$ cat config.mk
export PLATFORM = sky130hd
export DESIGN_NAME = vga_rx_monitor
export DESIGN_NICKNAME = d
export VERILOG_FILES = /design/src/rtl/vga_timing_pkg.sv /design/src/rtl/vga_sync_edge.sv /design/src/rtl/vga_rx_monitor.sv
export SDC_FILE = /design/constraint.sdc
export NUM_CORES = 1
export LEC_CHECK = 0
export BUFFER_PORTS_ARGS = -buffer_cell sky130_fd_sc_hd__buf_2
export CORE_UTILIZATION = 30
export CTS_BUF_LIST = sky130_fd_sc_hd__clkbuf_8
export CTS_CLUSTER_DIAMETER = 40
export DETAILED_ROUTE_END_ITERATION = 7
export SLEW_MARGIN = 20
export SYNTH_ARGS = -nofsm -noshare
export SYNTH_HDL_FRONTEND = slang
export SYNTH_HIERARCHICAL = 1
export SYNTH_SLANG_ARGS = --single-unit
$ cat constraint.sdc
create_clock -name clk -period 5 [get_ports clk]
set_clock_uncertainty 0.15 [all_clocks]
set_input_delay 0.75 -clock clk [delete_from_list [all_inputs] [get_ports clk]]
set_output_delay 0.75 -clock clk [all_outputs]
set_load 0.01 [all_outputs]
$ cat src/rtl/vga_timing_pkg.sv
// rtl/vga_timing_pkg.sv - shared 640x480 VGA timing constants, error indices and lock states
//
// Purpose: timing values shared by the display controller and the receive
// monitor, derived sync positions, sticky error bit positions and the lock
// state machine encoding.
// Ports: none (package).
package vga_timing_pkg;

  localparam int H_DISPLAY   = 640;
  localparam int H_FRONT     = 16;
  localparam int H_SYNC      = 96;
  localparam int H_TOTAL     = 800;
  localparam int V_DISPLAY   = 480;
  localparam int V_FRONT     = 10;
  localparam int V_SYNC      = 2;
  localparam int V_TOTAL     = 525;
  localparam int LOCK_FRAMES = 2;

  // Sync pulse positions in recovered coordinates
  localparam int H_SYNC_START = H_DISPLAY + H_FRONT;
  localparam int H_SYNC_END   = H_SYNC_START + H_SYNC;
  localparam int V_SYNC_START = V_DISPLAY + V_FRONT;
  localparam int V_SYNC_END   = V_SYNC_START + V_SYNC;

  // Sticky error bit positions
  localparam int ERR_LINE   = 0;
  localparam int ERR_HSYNC  = 1;
  localparam int ERR_VPOS   = 2;
  localparam int ERR_VWIDTH = 3;

  typedef enum logic [1:0] {
    SEARCH  = 2'd0,
    MEASURE = 2'd1,
    LOCKED  = 2'd2
  } lock_state_t;

endpackage

$ cat src/rtl/vga_sync_edge.sv
// rtl/vga_sync_edge.sv - registered 1-bit sync input with rise/fall detection
//
// Purpose: registers a sync line once and keeps the previous sample so that
// rising and falling edges of the registered stream can be detected.
// Ports:
//   clk  in  pixel clock
//   rst  in  asynchronous reset, active-high
//   d    in  raw sync input
//   rise out high while the current registered sample is a 0->1 transition
//   fall out high while the current registered sample is a 1->0 transition
module vga_sync_edge (
  input  logic clk,
  input  logic rst,
  input  logic d,
  output logic rise,
  output logic fall
);

  logic cur;
  logic prev;

  always_ff @(posedge clk or posedge rst) begin
    if (rst) begin
      cur  <= 1'b0;
      prev <= 1'b0;
    end else begin
      cur  <= d;
      prev <= cur;
    end
  end

  assign rise = cur & ~prev;
  assign fall = ~cur & prev;

endmodule

$ cat src/rtl/vga_rx_monitor.sv
// rtl/vga_rx_monitor.sv - VGA receive monitor: coordinate recovery, timing checks, lock, probe
//
// Purpose: samples hsync/vsync/RGB, rebuilds pixel coordinates, checks line
// and frame timing, runs the SEARCH/MEASURE/LOCKED lock machine and captures
// the colour at a programmable probe pixel.
// Ports:
//   clk, rst                      pixel clock, async active-high reset
//   hsync_in, vsync_in            sync inputs, active-high pulses
//   red_in, green_in, blue_in     3-bit colour lanes
//   probe_x, probe_y              probe coordinate, latched at each vsync rise
//   clr_err                       clears sticky error bits
//   pix_x, pix_y, pix_rgb         recovered coordinate and colour (2 clocks after input)
//   pix_valid                     locked and pixel inside the active area
//   locked, lost_lock             lock status and one-cycle loss pulse
//   err                           sticky timing errors
//   frame_count                   vsync rises seen while locked
//   probe_rgb, probe_valid        probe capture and update pulse
module vga_rx_monitor
  import vga_timing_pkg::*;
#(
  parameter int H_DISPLAY   = vga_timing_pkg::H_DISPLAY,
  parameter int H_FRONT     = vga_timing_pkg::H_FRONT,
  parameter int H_SYNC      = vga_timing_pkg::H_SYNC,
  parameter int H_TOTAL     = vga_timing_pkg::H_TOTAL,
  parameter int V_DISPLAY   = vga_timing_pkg::V_DISPLAY,
  parameter int V_FRONT     = vga_timing_pkg::V_FRONT,
  parameter int V_SYNC      = vga_timing_pkg::V_SYNC,
  parameter int V_TOTAL     = vga_timing_pkg::V_TOTAL,
  parameter int LOCK_FRAMES = vga_timing_pkg::LOCK_FRAMES
) (
  input  logic        clk,
  input  logic        rst,
  input  logic        hsync_in,
  input  logic        vsync_in,
  input  logic [2:0]  red_in,
  input  logic [2:0]  green_in,
  input  logic [2:0]  blue_in,
  input  logic [9:0]  probe_x,
  input  logic [9:0]  probe_y,
  input  logic        clr_err,
  output logic [9:0]  pix_x,
  output logic [9:0]  pix_y,
  output logic [8:0]  pix_rgb,
  output logic        pix_valid,
  output logic        locked,
  output logic        lost_lock,
  output logic [3:0]  err,
  output logic [15:0] frame_count,
  output logic [8:0]  probe_rgb,
  output logic        probe_valid
);

  localparam logic [9:0] HS_START = 10'(H_DISPLAY + H_FRONT);
  localparam logic [9:0] HS_END   = 10'(H_DISPLAY + H_FRONT + H_SYNC);
  localparam logic [9:0] VS_START = 10'(V_DISPLAY + V_FRONT);
  localparam logic [9:0] VS_END   = 10'(V_DISPLAY + V_FRONT + V_SYNC);
  localparam logic [9:0] H_LAST   = 10'(H_TOTAL - 1);
  localparam logic [9:0] V_LAST   = 10'(V_TOTAL - 1);
  localparam logic [9:0] H_ACT    = 10'(H_DISPLAY);
  localparam logic [9:0] V_ACT    = 10'(V_DISPLAY);
  localparam logic [3:0] LOCK_N   = 4'(LOCK_FRAMES);

  logic        hs_rise, hs_fall, vs_rise, vs_fall;
  logic [8:0]  rgb1, rgb2;
  logic [9:0]  rx_h, rx_v;
  logic [9:0]  h_free, v_free;
  logic [9:0]  probe_x_l, probe_y_l;
  logic [3:0]  err_now;
  logic [3:0]  good_cnt;
  logic        any_err;
  logic        in_active;
  lock_state_t state;

  vga_sync_edge u_hsync (
    .clk (clk),
    .rst (rst),
    .d   (hsync_in),
    .rise(hs_rise),
    .fall(hs_fall)
  );

  vga_sync_edge u_vsync (
    .clk (clk),
    .rst (rst),
    .d   (vsync_in),
    .rise(vs_rise),
    .fall(vs_fall)
  );

  // Colour follows the sync path: rgb1 aligns with the edge detectors,
  // rgb2 aligns with rx_h/rx_v.
  always_ff @(posedge clk or posedge rst) begin
    if (rst) begin
      rgb1 <= '0;
      rgb2 <= '0;
    end else begin
      rgb1 <= {red_in, green_in, blue_in};
      rgb2 <= rgb1;
    end
  end

  // Coordinate the current stage-1 sample would get without any reload
  always_comb begin
    h_free = (rx_h == H_LAST) ? 10'd0 : rx_h + 10'd1;
    v_free = rx_v;
    if (rx_h == H_LAST)
      v_free = (rx_v == V_LAST) ? 10'd0 : rx_v + 10'd1;
  end

  always_comb begin
    err_now = '0;
    if (state != SEARCH) begin
      err_now[ERR_LINE]   = hs_rise && (h_free != HS_START);
      err_now[ERR_HSYNC]  = hs_fall && (h_free != HS_END);
      err_now[ERR_VPOS]   = vs_rise && ((h_free != 10'd0) || (v_free != VS_START));
      err_now[ERR_VWIDTH] = vs_fall && ((h_free != 10'd0) || (v_free != VS_END));
    end
  end

  assign any_err   = |err_now;
  assign in_active = (rx_h < H_ACT) && (rx_v < V_ACT);

  // Counters keep running through errors; sync edges realign them.
  always_ff @(posedge clk or posedge rst) begin
    if (rst) begin
      rx_h      <= '0;
      rx_v      <= '0;
      probe_x_l <= '0;
      probe_y_l <= '0;
    end else begin
      if (vs_rise) begin
        rx_h      <= 10'd0;
        rx_v      <= VS_START;
        probe_x_l <= probe_x;
        probe_y_l <= probe_y;
      end else if (hs_rise) begin
        rx_h <= HS_START;
      end else begin
        rx_h <= h_free;
        rx_v <= v_free;
      end
    end
  end

  // A new error wins over a simultaneous clear.
  always_ff @(posedge clk or posedge rst) begin
    if (rst) err <= '0;
    else     err <= (clr_err ? 4'd0 : err) | err_now;
  end

  always_ff @(posedge clk or posedge rst) begin
    if (rst) begin
      state       <= SEARCH;
      good_cnt    <= '0;
      locked      <= 1'b0;
      lost_lock   <= 1'b0;
      frame_count <= '0;
    end else begin
      lost_lock <= 1'b0;
      case (state)
        SEARCH: begin
          if (vs_rise) begin
            state    <= MEASURE;
            good_cnt <= '0;
          end
        end
        MEASURE: begin
          if (any_err) begin
            state <= SEARCH;
          end else if (vs_rise) begin
            if (good_cnt + 4'd1 == LOCK_N) begin
              state       <= LOCKED;
              locked      <= 1'b1;
              frame_count <= frame_count + 16'd1;
            end
            good_cnt <= good_cnt + 4'd1;
          end
        end
        LOCKED: begin
          if (any_err) begin
            state     <= SEARCH;
            locked    <= 1'b0;
            lost_lock <= 1'b1;
          end else if (vs_rise) begin
            frame_count <= frame_count + 16'd1;
          end
        end
        default: begin
          state  <= SEARCH;
          locked <= 1'b0;
        end
      endcase
    end
  end

  always_ff @(posedge clk or posedge rst) begin
    if (rst) begin
      pix_x       <= '0;
      pix_y       <= '0;
      pix_rgb     <= '0;
      pix_valid   <= 1'b0;
      probe_rgb   <= '0;
      probe_valid <= 1'b0;
    end else begin
      pix_x       <= rx_h;
      pix_y       <= rx_v;
      pix_rgb     <= rgb2;
      pix_valid   <= locked && in_active;
      // in_active keeps an out-of-area probe from ever firing
      probe_valid <= locked && in_active && (rx_h == probe_x_l) && (rx_v == probe_y_l);
      if (locked && in_active && (rx_h == probe_x_l) && (rx_v == probe_y_l))
        probe_rgb <= rgb2;
    end
  end

endmodule

==> out/metrics.cfg, run 1 <==
[floorplan]
start_util=0.3052
die_area_um2=19590
dieWidth_um=140.0
io_pins=96
core_um2=18710
row_count=50
die_h_um=140.0

[sta]
worstMarginPinSlew_ns=0.6854
tns_ns=0
finalWorstSetupSlack_ns=1.218
whs_ns=0.03871
slew_headroom=0.5430
hold_viol_final=0
report.final.slew_viol_count=0
setup_viol=0
layout_min_cycle_time_ns=3.782
clock.fmax_mhz=264.4
grt_setup_unrepaired=false
post-route-period-util=0.7563

[job]
max_cap_violations=0

[power]
powerDensity_nw_per_um2=367.3
power.switching_mw=0.7164
p_int_mw=1.788
seqPwrFrac=0.492
peakVddDrop_mv=0.1455
switching_share=0.2860
p_clk_frac=0.380
leakagePower_nw=3.164
power_frac_comb=0.129

[grt]
grt_use_total=0.1532
grt_max_degree=55
grt_overflow=0
grt_pass1_vias=4347
antenna_found_initial=0
grt_pass1_wl_um=23100

[yosys]
ys_seq_area_frac=0.5698
netlist-cell-type-count=64
synth_ff_type=dfrtp_1
synth_seq_cells=130
avgSynthCellArea_um2=11.17
async_flop_share=1.000
synth_warnings=6
syn_inst=511
synth_edf_count=0
synth_nets=551
syn_area_um2=5709

[clocking]
worst_skew_pair.late_latency_ns=0.44
post-cts-setup-buffers=0
cts.path.max_buffers=2
cts_resized=0
cts_tree=yes
htreeDepth=4
cts_root_buf=clkbuf_8
clock-sinks=130
cts-buffers-inserted=17
cts-hold-fix-buffers=0
cts.clk_slew.worst_paths_ns=0.08

[drt]
first_iter_violations=305
via_per_inst=4.958
wl_per_cell_um=16.63
num_vias=4209
ant_nets=0
wl_um=14120
drcViolationCount=0
drtPass1Iterations=5

[placement]
portBuffers=95
gp_congestion=0.8757
dp_slack_ns=1.258
placed_area_um2=6392
hpwl_um=10120

[cells_and_area]
postLayoutCoreUtil=0.3645
area_delta_synth_final_pct=19.44
drive_above_1_share=0.2618
mostFrequentLayoutCell=dfrtp_1
stdcell_area_um2=6819
insertedDiodeCount=0
layout.nets=642
final_cell_mix=dfrtp_1 (130), buf_2 (95), nand2_1 (61)

[critical_path]
arrival_ns=3.97
r2r_cells=9
end_kind=flip-flop
path_class=flip-flop to flip-flop
worstSetupStartpointType=flip-flop
required_ns=5.18
crit_path_max_fanout=9

[min_path]
hold_path_class=primary input to asynchronous set/reset pin

[outcome]
outcome=finished clean

[final cells by class]
type | instances | area [µm²]
fillers | 1829 | 11890
well taps | 234 | 292.8
multi-input cells | 336 | 2271
clock buffers | 18 | 247.7
repair buffers | 99 | 505.5
inverters | 18 | 70.07
flip-flops and latches | 130 | 3253
clock inverters | 14 | 178.9
[registers in the layout (all words and copies together) (netlist names), 2 cells and up]
signal,cells
frame_count,16
pix_x,10
pix_y,10
probe_x_l,10
probe_y_l,10
rx_h,10
rx_v,10
pix_rgb,9
probe_rgb,9
rgb1,9
rgb2,9
err,4
good_cnt,4
state,2
[Yosys cell counts (4+ instances only)]
cell type,n,share of area
mux2_2,20,0.039
nand4_1,6,0.0066
nor3_1,12,0.011
o22ai_1,4,0.0044
a21oi_1,19,0.017
or3_1,8,0.0088
xnor2_1,11,0.017
o211ai_1,4,0.0053
nand2_1,61,0.040
nor2b_1,5,0.0055
and3_1,11,0.012
inv_1,18,0.012
ha_1,6,0.013
xor2_1,36,0.055
nand3_1,22,0.019
clkbuf_1,20,0.013
nand4b_1,5,0.0077
nand2b_1,6,0.0066
o31ai_1,5,0.0066
or4_1,4,0.0053
nor4_1,5,0.0055
dfrtp_1,130,0.57
buf_4,4,0.0053
o21ai_0,9,0.0079
nor2_1,21,0.014
[routing by layer]
layer  track usage  routed length [µm]  part of all wire
met2        0.2287                6450              0.46
met4       0.07692                 403             0.029
met1        0.2029                6466              0.46
met5             0                   0                 0
met3       0.04376                 801             0.057
[critical path, cell delays in order (launching register included)]
cell       delay (ns)
dfrtp_1          0.50
ha_1             0.36
and4_1           0.36
and3_1           0.37
o2111ai_1        0.23
o311a_1          0.45
a311oi_4         0.40
o2111ai_1        0.42
nand2b_1         0.29
xnor2_1          0.13
[through the flow]
step	power (mW)	cells
after floorplan	1.450	511
after global placement	1.569	817
after detailed placement	1.574	817
after CTS	2.537	849
after global routing	2.635	849
final	2.505	849
[final timing paths]
path / startpoint / end / slack (ns)
setup / recovery: rx_h[0] / frame_count[6] / 1.22
hold / removal: rst / u_hsync/prev / 0.04
setup reg to reg: rx_h[0] / frame_count[6] / 1.22
hold reg to reg: rgb1[0] / rgb2[0] / 0.20
max in group asynchronous: rst / rgb1[3] / 3.47
min in group clk: rgb1[0] / rgb2[0] / 0.20
[power groups by stage]
stage / clock network [mW] / logic [mW] / registers (mW)
2_1_floorplan: 0 / 0.230 / 1.22
3_5_place_dp: 0 / 0.323 / 1.25
5_1_grt: 1.03 / 0.361 / 1.25
3_3_place_gp: 0 / 0.320 / 1.25
6_report: 0.951 / 0.322 / 1.23
4_1_cts: 0.980 / 0.326 / 1.23
[cell families (layout without fill, tap and decap cells)]
kind of cell,Yosys count,after routing,share of synthesized area
AO/OA/AOI/OAI,76,76,0.09643
multiplexers,22,22,0.04383
XOR/XNOR,47,47,0.07210
adder cells (fa/ha/maj),6,6,0.01315
buffers and inverters,45,149,0.03287
AND/OR/NAND/NOR,185,185,0.1718
flip-flops,130,130,0.5698
(Power assumes the default switching activity.)
==> run 2: changes to the inputs <==
==> constraint.sdc (replaced) <==
create_clock -name clk -period 3.18 [get_ports clk]
set_clock_uncertainty 0.15 [all_clocks]
set_input_delay 0.477 -clock clk [delete_from_list [all_inputs] [get_ports clk]]
set_output_delay 0.477 -clock clk [all_outputs]
set_load 0.01 [all_outputs]
==> run 2 against run 1 <==
Net effect:
- the run now ends with negative setup slack left
- non-clock buffer count is 77 higher
- fmax is 19% higher
- setup slack worse by 1.2 ns
- register-to-register slack worse by 1.2 ns
- core utilization is 4.1 points higher
- die area stayed put
- clock-buffer cell count is 1 lower
- largest power group unchanged
==> out/metrics.cfg, run 2 (synthesis results as in run 1) <==
[outcome]
outcome=finished, violations left
violations=negative setup slack

[cells_and_area]
largest_register_ffs=16
drive_above_1_share=0.3714
final_cells=926
regMostFlops=frame_count
layout.nets=719
mostFrequentLayoutCell=dfrtp_1
area_delta_synth_final_pct=32.92
postLayoutCoreUtil=0.4057
final_cell_mix=dfrtp_1 (125), buf_2 (95), buf_4 (63)
insertedDiodeCount=0

[sta]
hold_viol_final=0
worstMarginPinSlew_ns=0.6532
slew_headroom=0.5645
layout_min_cycle_time_ns=3.191
grt_setup_unrepaired=true
report.final.slew_viol_count=0
whs_ns=0.09728
finalWorstSetupSlack_ns=-0.01103
setup_viol=1
clock.fmax_mhz=313.4
post-route-period-util=1.003

[drt]
drtPass1Iterations=5
via_per_inst=4.950
m1WireLength_um=6768
num_vias=4584
routed-wl-met3_um=815
wl_met2_um=7228
highest_layer=met5
wl_per_cell_um=16.34
wl_um=15130
first_iter_violations=375
ant_nets=0
drcViolationCount=0

[clocking]
clock-sinks=130
cts_root_buf=clkbuf_8
cts.clk_slew.worst_paths_ns=0.08
htreeDepth=4
cts.path.max_buffers=2
worst_skew_pair.late_latency_ns=0.45
cts_tree=yes
cts-buffers-inserted=17

[floorplan]
dieWidth_um=140.0
row_count=50
core_um2=18710
start_util=0.3052
io_pins=96
die_h_um=140.0
die_area_um2=19590

[power]
leakagePower_nw=3.564
peakVddDrop_mv=0.2604
powerDensity_nw_per_um2=517.0

[critical_path]
r2r-start=rx_h[1]
crit_path_max_fanout=5
arrival_ns=3.33
end_kind=flip-flop
path_class=flip-flop to flip-flop
crit_path_start=rx_h[1]
required_ns=3.32
worstSetupStartpointType=flip-flop

[min_path]
hold_path_class=primary input to flip-flop
min_from=clr_err

[grt]
grt_use_total=0.1598
grt_max_degree=127
grt_pass1_vias=4549
antenna_found_initial=1
grt_overflow=0
grt_pass1_wl_um=24340

[placement]
hpwl_um=10570
portBuffers=95
gp_congestion=0.8547
numPlacedInstances=863

[job]
max_cap_violations=0

-- run 2: cell count changes in the layout (fill, tap and decap cells not counted), sizes merged --
cell | before | now
buf | 99 | 164
dlygate4sd3 | 0 | 12
bufinv | 3 | 1
clkinv | 5 | 7
clkbuf | 18 | 17
clkinvlp | 1 | 2
-- run 2: layer usage --
layer | vias to the layer above | track usage
met1 | 2273 | 0.2098
met5 | - | 0
li1 | 2137 | -
met3 | 31 | 0.04615
met4 | 2 | 0.05957
met2 | 141 | 0.2497
-- run 2: area by class of cell --
| type | count | area [µm²] |
|---|---|---|
| Timing Repair Buffer | 176 | 1145 |
| Inverter | 18 | 71.32 |
| Multi-Input combinational cell | 336 | 2455 |
| Fill cell | 1781 | 11120 |
| Sequential cell | 130 | 3259 |
| Clock inverter | 15 | 131.4 |
| Tap cell | 234 | 292.8 |
| Clock buffer | 17 | 234.0 |
-- run 2: path summary, 6_finish.rpt --
kind                       slack, ns     endpoint  cells past startpoint
max reg2reg                    -0.01  good_cnt[3]                     10
min in group asynchronous       0.30  u_hsync/cur                      3
min                              0.1       err[2]                      2
min reg2reg                     0.20      rgb2[5]                      0
max                            -0.01  good_cnt[3]                     10
max in group asynchronous       1.76  good_cnt[3]                      4
-- run 2: critical path, cell delays in order (launching register included) --
cell and delay [ns]:
dfrtp_1 0.44, ha_4 0.20, buf_4 0.13, buf_4 0.15, a41oi_2 0.15, o21ai_0 0.11, a31o_1 0.28, o311a_4 0.39
a311o_1 0.38, o311ai_0 0.48, o311ai_1 0.18
-- run 2: through the flow --
step | instance area [µm²] | total power [mW] | setup WS [ns] | setup TNS [ns]
2_1_floorplan | 5714 | 2.280 | 0.004990 | 0
3_3_place_gp | 6751 | 2.514 | -0.09698 | -0.5865
3_5_place_dp | 6751 | 2.525 | -0.09534 | -0.7238
4_1_cts | 7264 | 3.879 | 0.02358 | 0
5_1_grt | 7589 | 4.141 | -0.2241 | -0.6668
6_report | 7589 | 3.923 | -0.01103 | -0.01103
-- run 2: what timing repair did --
| action | CTS | global route |
|---|---|---|
| setup buffers | 0 | 19 |
| pin swaps | 1 | 13 |
| hold buffers | 12 | 0 |
| gates resized for setup | 6 | 39 |
| hold endpoints to repair | 15 | 0 |
| endpoints found under the setup margin | 17 | 23 |
-- run 2: report_power, final --
part           switching (mW)  internal (mW)
registers               0.136           1.78
logic                   0.360          0.335
clock network           0.688          0.623
==> run 3: changes to the inputs <==
--- a/config.mk
+++ b/config.mk
@@ -7,7 +7,7 @@
 export LEC_CHECK = 0
 export BUFFER_PORTS_ARGS = -buffer_cell sky130_fd_sc_hd__buf_2
 export CORE_UTILIZATION = 30
-export CTS_BUF_LIST = sky130_fd_sc_hd__clkbuf_8
+export CTS_BUF_LIST = sky130_fd_sc_hd__clkbuf_4
 export CTS_CLUSTER_DIAMETER = 40
 export DETAILED_ROUTE_END_ITERATION = 7
 export SLEW_MARGIN = 20
==> run 3 against run 2 <==
Net effect:
- the run still ends with negative setup slack left
- cell area rose by 0.96%
- setup slack better by 0.011 ns
- combinational power increased by 2%
- total power is 5.8% lower
- first-iteration DRC count is 1.9% higher
- global-route usage is 0.23 points higher
- critical path depth up 1
- clock power shrank 18%
- core utilization grew 0.39 points
==> out/metrics.cfg, run 3 (synthesis results as in run 1) <==
[drt]
drtPass1Iterations=5
via_per_inst=4.946
wl_um=15210
wl_per_cell_um=16.13
num_vias=4664
ant_nets=0
drcViolationCount=0
first_iter_violations=382

[power]
leakagePower_nw=3.585
p_total_mw=3.697
peakVddDrop_mv=0.2014
powerDensity_nw_per_um2=482.6

[clocking]
cts_tree=yes
cts.clk_slew.worst_paths_ns=0.12
cts-buffers-inserted=17
cts.path.max_buffers=2
cts_root_buf=clkbuf_4
worst_skew_pair.late_latency_ns=0.56
clock-sinks=130
htreeDepth=4

[critical_path]
end_kind=flip-flop
max_stage_delay_ns=0.45
required_ns=3.43
arrival_ns=3.43
cp_cell_sequence=ha_4 > and3_4 > or4_4 > o22ai_2 > nor4bb_4 > buf_4 > buf_4 > a31o_2 > a211oi_2 > o311ai_0 > o311ai_1
worstSetupStartpointType=flip-flop
crit_family=compound AO/OA/AOI/OAI gates
critical_path_buf_inv_count=2
cpMaxStageDelayCell=dfrtp_1
crit_path_max_fanout=5
path_class=flip-flop to flip-flop
cp_common_cell=buf_4

[floorplan]
die_h_um=140.0
io_pins=96
row_count=50
die_area_um2=19590
dieWidth_um=140.0
core_um2=18710
start_util=0.3052

[cells_and_area]
mostFrequentLayoutCell=dfrtp_1
drive_above_1_share=0.3597
layout.nets=736
largest_register_ffs=16
stdcell_area_um2=7661
regMostFlops=frame_count
final_cell_mix=dfrtp_1 (125), buf_2 (95), nand2_1 (61)
final_cells=943
postLayoutCoreUtil=0.4096
area_delta_synth_final_pct=34.19
insertedDiodeCount=0

[placement]
portBuffers=95
placed_area_um2=6751
dp_slack_ns=-0.09534
hpwl_um=10570
numPlacedInstances=863
gp_congestion=0.8547

[sta]
finalWorstSetupSlack_ns=-0.00009703
whs_ns=0.1872
slew_headroom=0.5417
clock.fmax_mhz=314.5
worstMarginPinSlew_ns=0.6874
layout_min_cycle_time_ns=3.180
hold_viol_final=0
post-route-period-util=1.000
setup_viol=1
report.final.slew_viol_count=0
grt_setup_unrepaired=true
tns_ns=-0.00009703

[outcome]
violations=negative setup slack
outcome=finished, violations left

[grt]
grt_use_total=0.1621
grt_overflow=0
antenna_found_initial=1
grt_pass1_vias=4636
grt_pass1_wl_um=24650
grt_max_degree=127

[job]
max_cap_violations=0

[min_path]
hold_path_class=primary input to asynchronous set/reset pin

[run 3: cell count changes in the layout (fill, tap and decap cells not counted), moves of 2 or more]
cell	delta
clkbuf_8	-17
dlygate4sd3_1	+21
nor2_2	+2
buf_4	-4
nor2_1	-2
clkbuf_4	+18
[run 3: final cells by class]
type | count | area (µm²)
fillers | 1792 | 11040
inverters | 18 | 71.32
repair buffers | 193 | 1325
clock inverters | 14 | 127.6
multi-input cells | 336 | 2450
well taps | 234 | 292.8
clock buffers | 18 | 135.1
flip-flops and latches | 130 | 3259
[run 3: layer usage]
layer / routed length (µm) / share of wire / global-route usage
met1: 6682 / 0.44 / 0.2106
met2: 7342 / 0.48 / 0.2563
met3: 923 / 0.061 / 0.04786
met4: 250 / 0.016 / 0.05784
met5: 13 / 0.00085 / 0
[run 3: power by group]
group	switching [mW]	internal (mW)	leakage, nW
sequential	0.139	1.78	1.60
clock	0.663	0.406	0.148
combinational	0.361	0.349	1.84
total	1.16	2.54	3.59
[run 3: final timing paths]
path / slack (ns) / cells past startpoint / start / endpoint
max in group asynchronous: 1.79 / 4 / rst / rx_h[6]
setup / recovery: -0.0001 / 11 / rx_h[1] / good_cnt[3]
setup reg to reg: -0.0001 / 11 / rx_h[1] / good_cnt[3]
hold / removal: 0.19 / 3 / rst / u_hsync/cur
hold reg to reg: 0.21 / 0 / rgb1[5] / rgb2[5]
min in group clk: 0.21 / 0 / rgb1[5] / rgb2[5]
[run 3: what timing repair did]
item                                   4_1_cts  5_1_grt
endpoints found under the hold margin       73        0
setup buffers                                0       15
hold buffers                                33        0
resized for setup                            6       38
pin swaps                                    1       12
setup endpoints to repair                   17       23
[run 3: tightest hold or removal path, cell delays in order]
cell and delay [ns]:
dlygate4sd3_1 0.53, buf_2 0.15, inv_1 0.08
